===== config.mk =====
export PLATFORM = sky130hd
export DESIGN_NAME = muldiv_hilo_unit
export DESIGN_NICKNAME = d
export VERILOG_FILES = /design/src/rtl/muldiv_hilo_unit.sv
export SDC_FILE = /design/constraint.sdc
export NUM_CORES = 2
export LEC_CHECK = 0
export ABC_AREA = 1
export CAP_MARGIN = 40
export CORE_ASPECT_RATIO = 0.6
export CORE_MARGIN = 3
export CORE_UTILIZATION = 40
export DETAILED_ROUTE_END_ITERATION = 7
export PLACE_DENSITY = 0.57
export SLEW_MARGIN = 20
export SYNTH_ARGS = -nofsm -noshare
export SYNTH_HDL_FRONTEND = slang
export SYNTH_SLANG_ARGS = --single-unit

===== constraint.sdc =====
create_clock -name clk -period 9.2 [get_ports clk]
set_input_delay 0.92 -clock clk [delete_from_list [all_inputs] [get_ports clk]]
set_output_delay 0.92 -clock clk [all_outputs]
set_load 0.02 [all_outputs]

===== src/rtl/muldiv_hilo_unit.sv =====
// Multi-cycle multiply/divide unit owning the HI/LO registers of the execute stage.
// The multiply runs for MUL_LAT cycles. The divide is restoring radix-2 with a final sign-fix cycle.
module muldiv_hilo_unit #(
  parameter int WIDTH   = 32,
  parameter int MUL_LAT = 2
) (
  input  logic             clk,
  input  logic             rst,
  input  logic             start,
  input  logic [2:0]       op,
  input  logic [WIDTH-1:0] src_a,
  input  logic [WIDTH-1:0] src_b,
  input  logic             flush,
  output logic             busy,
  output logic             done,
  output logic [WIDTH-1:0] hi,
  output logic [WIDTH-1:0] lo
);

  localparam int CW = $clog2(WIDTH) + 1;
  localparam logic [CW-1:0] MUL_LAST = CW'(MUL_LAT - 1);
  localparam logic [CW-1:0] DIV_LAST = CW'(WIDTH - 1);

  typedef enum logic [1:0] {
    S_IDLE,
    S_MUL,
    S_DIV,
    S_FIX
  } state_t;

  state_t           state_q, state_d;
  logic [CW-1:0]    cnt_q, cnt_d;
  logic [WIDTH-1:0] a_q, a_d;
  logic [WIDTH-1:0] b_q, b_d;
  logic             sgn_q, sgn_d;
  logic [WIDTH-1:0] quot_q, quot_d;
  logic [WIDTH-1:0] rem_q, rem_d;
  logic [WIDTH-1:0] dvs_q, dvs_d;
  logic [WIDTH-1:0] hi_q, hi_d;
  logic [WIDTH-1:0] lo_q, lo_d;
  logic             busy_q, busy_d;
  logic             done_q, done_d;

  // Operand magnitudes at acceptance time; op[0]=1 selects the unsigned variants.
  logic             src_a_neg, src_b_neg;
  logic [WIDTH-1:0] src_a_mag, src_b_mag;

  // The product is built from operands held stable for MUL_LAT cycles (multicycle path).
  logic [2*WIDTH-1:0] mul_x, mul_y, mul_prod;

  logic [WIDTH:0]   rem_sh;
  logic             div_ge;
  logic [WIDTH-1:0] rem_sub;

  logic             q_neg, r_neg, div_zero;
  logic [WIDTH-1:0] fix_hi, fix_lo;

  always_comb begin
    src_a_neg = ~op[0] & src_a[WIDTH-1];
    src_b_neg = ~op[0] & src_b[WIDTH-1];
    src_a_mag = src_a_neg ? -src_a : src_a;
    src_b_mag = src_b_neg ? -src_b : src_b;

    // Sign-extending to 2*WIDTH makes the low 2*WIDTH bits of a plain product correct for both modes.
    mul_x    = {{WIDTH{sgn_q & a_q[WIDTH-1]}}, a_q};
    mul_y    = {{WIDTH{sgn_q & b_q[WIDTH-1]}}, b_q};
    mul_prod = mul_x * mul_y;

    rem_sh  = {rem_q, quot_q[WIDTH-1]};
    div_ge  = rem_sh >= {1'b0, dvs_q};
    rem_sub = rem_sh[WIDTH-1:0] - dvs_q;

    q_neg    = sgn_q & (a_q[WIDTH-1] ^ b_q[WIDTH-1]);
    r_neg    = sgn_q & a_q[WIDTH-1];
    div_zero = (b_q == '0);
    fix_lo   = q_neg ? -quot_q : quot_q;
    fix_hi   = r_neg ? -rem_q : rem_q;
  end

  // NOTE: every signal assigned in this block gets a default first, so no path can infer a latch.
  always_comb begin
    state_d = state_q;
    cnt_d   = cnt_q;
    a_d     = a_q;
    b_d     = b_q;
    sgn_d   = sgn_q;
    quot_d  = quot_q;
    rem_d   = rem_q;
    dvs_d   = dvs_q;
    hi_d    = hi_q;
    lo_d    = lo_q;
    done_d  = 1'b0;

    unique case (state_q)
      S_IDLE: begin
        if (start) begin
          case (op)
            3'b000, 3'b001: begin
              a_d     = src_a;
              b_d     = src_b;
              sgn_d   = ~op[0];
              cnt_d   = '0;
              state_d = S_MUL;
            end
            3'b010, 3'b011: begin
              a_d     = src_a;
              b_d     = src_b;
              sgn_d   = ~op[0];
              quot_d  = src_a_mag;
              dvs_d   = src_b_mag;
              rem_d   = '0;
              cnt_d   = '0;
              state_d = S_DIV;
            end
            3'b100:  hi_d = src_a;
            3'b101:  lo_d = src_a;
            default: ;
          endcase
        end
      end

      S_MUL: begin
        if (cnt_q == MUL_LAST) begin
          {hi_d, lo_d} = mul_prod;
          done_d       = 1'b1;
          state_d      = S_IDLE;
        end else begin
          cnt_d = cnt_q + 1'b1;
        end
      end

      S_DIV: begin
        // The dividend shifts out of the quotient register while quotient bits shift in.
        rem_d  = div_ge ? rem_sub : rem_sh[WIDTH-1:0];
        quot_d = {quot_q[WIDTH-2:0], div_ge};
        if (cnt_q == DIV_LAST) begin
          state_d = S_FIX;
        end else begin
          cnt_d = cnt_q + 1'b1;
        end
      end

      S_FIX: begin
        if (div_zero) begin
          lo_d = '1;
          hi_d = a_q;
        end else begin
          lo_d = fix_lo;
          hi_d = fix_hi;
        end
        done_d  = 1'b1;
        state_d = S_IDLE;
      end

      default: state_d = S_IDLE;
    endcase

    // A flush wins over everything, including a same-cycle start or an HI/LO move.
    if (flush) begin
      state_d = S_IDLE;
      cnt_d   = '0;
      hi_d    = hi_q;
      lo_d    = lo_q;
      done_d  = 1'b0;
    end

    busy_d = (state_d != S_IDLE);
  end

  // NOTE: sequential state uses non-blocking assignments only, so every flop samples pre-edge values.
  always_ff @(posedge clk or negedge rst) begin
    if (!rst) begin
      state_q <= S_IDLE;
      cnt_q   <= '0;
      a_q     <= '0;
      b_q     <= '0;
      sgn_q   <= 1'b0;
      quot_q  <= '0;
      rem_q   <= '0;
      dvs_q   <= '0;
      hi_q    <= '0;
      lo_q    <= '0;
      busy_q  <= 1'b0;
      done_q  <= 1'b0;
    end else begin
      state_q <= state_d;
      cnt_q   <= cnt_d;
      a_q     <= a_d;
      b_q     <= b_d;
      sgn_q   <= sgn_d;
      quot_q  <= quot_d;
      rem_q   <= rem_d;
      dvs_q   <= dvs_d;
      hi_q    <= hi_d;
      lo_q    <= lo_d;
      busy_q  <= busy_d;
      done_q  <= done_d;
    end
  end

  assign busy = busy_q;
  assign done = done_q;
  assign hi   = hi_q;
  assign lo   = lo_q;

endmodule


==> impl_metrics.env <==
export IMPL_path_max_fanout=9
export IMPL_placed_area_sq_mm=0.0607
export IMPL_crit_required_ns=9.72
export IMPL_port_buffers=136
export IMPL_skew_ns=0.0228
export IMPL_die_h_um=299
export IMPL_max_cap_violations=0
export IMPL_postCtsHoldBufs=0
export IMPL_synth_enable_flop_cells=0
export IMPL_numCtsBuffers=25
export IMPL_hold_slack_ns=0.280
export IMPL_die_area_sq_mm=0.148
export IMPL_post_cts_resized=0
export IMPL_arrival_ns=9.18
export IMPL_critical_path_class="reg -> reg"
export IMPL_max_stage_delay_ns=0.82
export IMPL_wire_per_inst_um=22.0
export IMPL_synth_avg_cell_area_sq_um=7.38
export IMPL_synth_cells=7745
export IMPL_start_kind="register"
export IMPL_drt_iter0_drc=5388
export IMPL_antenna_found_initial=5
export IMPL_vias_per_cell=5.20
export IMPL_start_util_pct=40.7
export IMPL_wl_um=211000
export IMPL_hp_class="in -> async"
export IMPL_tritoncts="built"
export IMPL_post_cts_setup_buffers=0
export IMPL_cts_sinks=235
export IMPL_drive_above_1_share_pct=3.67
export IMPL_grt_max_degree=114
export IMPL_r2r_start="sgn_q"
export IMPL_synth_cell_types=55
export IMPL_path_common_cell="fa_1"
export IMPL_clkTransAtPathRegs_ns=0.08
export IMPL_area_growth_pct=7.85
export IMPL_worstMarginPinSlew_ns=0.993
export IMPL_grt_use_total_pct=29.2
export IMPL_timing_rr_end="hi[25]"
export IMPL_rows=106
export IMPL_crit_buf_inv=7
export IMPL_n_fill_cell=14600
export IMPL_num_vias=49900
export IMPL_slew_violations=0
export IMPL_synth_area_sq_mm=0.0572
export IMPL_ff2ff_setup_slack_ns=0.54
export IMPL_critPathSlowestCell="fa_1"
export IMPL_setup_viol=0
export IMPL_clk_latency_ns=0.60
export IMPL_path_delay_family="adder cells"
export IMPL_design_core_area_sq_mm=0.141
export IMPL_finalSetupTns_ns=0
export IMPL_firstDrtPassIters=7
export IMPL_yosysSeqAreaShare_pct=10.3
export IMPL_grt_overflow=0
export IMPL_ys_ff_latch=235
export IMPL_fin_crit_ns=8.66
export IMPL_slew_headroom_pct=33.8
export IMPL_ff2ff_path_depth=27
export IMPL_async_reset_ff_share_pct=100
export IMPL_num_io_pins=137
export IMPL_clockRootBuffer="clkbuf_16"
export IMPL_drc_errors=0
export IMPL_endpoint_kind="register"
export IMPL_h_tree_depth=1
export IMPL_status="finished clean"
export IMPL_fin_nets=9137
export IMPL_dp_hpwl_um=178000
export IMPL_grt_pass1_vias=50500
export IMPL_ys_warn_count=0
export IMPL_fp_dieW_um=494
export IMPL_ant_nets=0
export IMPL_cts_buffer_depth=3
export IMPL_timing_hold_violations_final=0
export IMPL_ys_flop_type="dfrtp_1"
export IMPL_grt_pass1_wl_um=327000
export IMPL_syn_nets=9197
export IMPL_rsz0062_at_grt="no"
export IMPL_final_area_sq_mm=0.0617
export IMPL_fin_crit_sh_pct=94.1
export IMPL_fmax_mhz=116
export IMPL_gp_congestion=1.03
==> worst max-delay path by stage <==
stage               startpoint  endpoint  slack (ns)  cells after the start
detailed placement       sgn_q    hi[15]        0.78                     27
global route             sgn_q    hi[25]        0.22                     27
finish                   sgn_q    hi[25]        0.54                     27
global placement       b_q[17]     hi[7]        0.62                     25
CTS                      sgn_q    hi[15]        0.73                     27
floorplan              a_q[31]    hi[29]        1.54                     31
==> stage by stage <==
step                      instances  setup WS, ns  utilization [%]
final                          9596         0.545             43.9
after CTS                      9589         0.735             43.8
after global placement         9528         0.620             43.0
after global routing           9594         0.216             43.9
after detailed placement       9544         0.782             43.2
after floorplan                7745          1.54                -
==> worst reg2reg max path, cell delays in order (launching register included) <==
cell      delay [ns]
dfrtp_1         0.45
nand2_1         0.17
inv_1           0.18
nand2_1         0.15
inv_1           0.09
fa_1            0.73
inv_1           0.12
fa_1            0.83
inv_1           0.17
fa_1            0.54
inv_1           0.35
fa_1            0.52
fa_1            0.57
fa_1            0.44
fa_1            0.50
fa_1            0.50
inv_1           0.04
ha_1            0.49
nand2_1         0.14
nor2_1          0.11
inv_1           0.07
nor2_1          0.34
nand2_1         0.20
nor2_1          0.14
nand2_1         0.23
nand4_1         0.15
nand3_1         0.18
a21boi_1        0.19
==> Yosys cell counts, types with 11 or more instances <==
cell | number | area (sq um)
o211ai_1 | 13 | 97.6
nand3b_1 | 11 | 82.6
nand2_1 | 2072 | 7780
nor3_1 | 42 | 210
nand4_1 | 60 | 375
fa_1 | 1126 | 22500
o21ai_1 | 31 | 155
nor2_1 | 387 | 1450
a21oi_1 | 238 | 1190
ha_1 | 255 | 3190
xor2_1 | 50 | 438
inv_1 | 2005 | 7530
buf_1 | 31 | 116
o21ai_0 | 305 | 1530
inv_2 | 18 | 67.6
a21boi_1 | 22 | 165
a2bb2oi_1 | 12 | 105
o21bai_1 | 13 | 97.6
dfrtp_1 | 235 | 5880
or2_2 | 46 | 288
nand3_1 | 333 | 1670
xnor2_1 | 22 | 193
buf_2 | 33 | 165
clkbuf_1 | 287 | 1080
==> per-layer routing <==
layer / global-route usage [%] / routed length [um] / part of all wire [%] / up-vias
li1: - / - / - / 22400
met1: 47.1 / 103000 / 49 / 25000
met2: 40.0 / 82600 / 39 / 2361
met3: 6.63 / 22600 / 11 / 166
met4: 3.51 / 2880 / 1.4 / 2
met5: 0 / 13 / 0.0061 / -
==> flip-flops by register name, indices dropped and copies added, names as in the netlist <==
signal	count
busy	1
a_q	32
hi	32
rem_q	32
b_q	32
state_q	2
dvs_q	32
done	1
quot_q	32
cnt_q	6
lo	32
sgn_q	1
==> cell type report <==
type / count / area, sq um / area share [%]
diodes: 3 / 7.51 / 0.0122
clock buffers: 32 / 692 / 1.12
clock inverters: 13 / 176 / 0.286
inverters: 2026 / 7600 / 12.3
multi-input cells: 5122 / 42200 / 68.5
flip-flops and latches: 235 / 5890 / 9.55
well taps: 1890 / 2360 / 3.83
repair buffers: 275 / 2700 / 4.38
==> cells by family (layout without fill, tap and decap cells) <==
logic type                 after synthesis  in the layout  synth area share, %
other                                    0              3                    0
xor gates and xnor gates                72             72                 1.10
AOI/OAI and AO/OA                      686            686                 6.55
buffers and inverters                 2388           2346                 15.9
DFF                                    235            235                 10.3
adders and majority gates             1381           1381                 45.0
and+or+nand+nor                       2983           2983                 21.2
==> cell usage in the layout, fill, tap and decap left out, types with 22 or more instances in the layout <==
cell                n
nand2_1          2072
inv_1            2005
fa_1             1126
nor2_1            386
nand3_1           333
o21ai_0           305
ha_1              254
a21oi_1           238
dfrtp_1           229
clkdlybuf4s50_1   135
buf_4             113
nand4_1            60
xor2_1             50
or2_2              46
nor3_1             42
o21ai_1            31
clkbuf_16          25
xnor2_1            22
a21boi_1           22
Power is not shown: default switching activity piles up to over one toggle a cycle in this logic, so the estimate is an artifact.
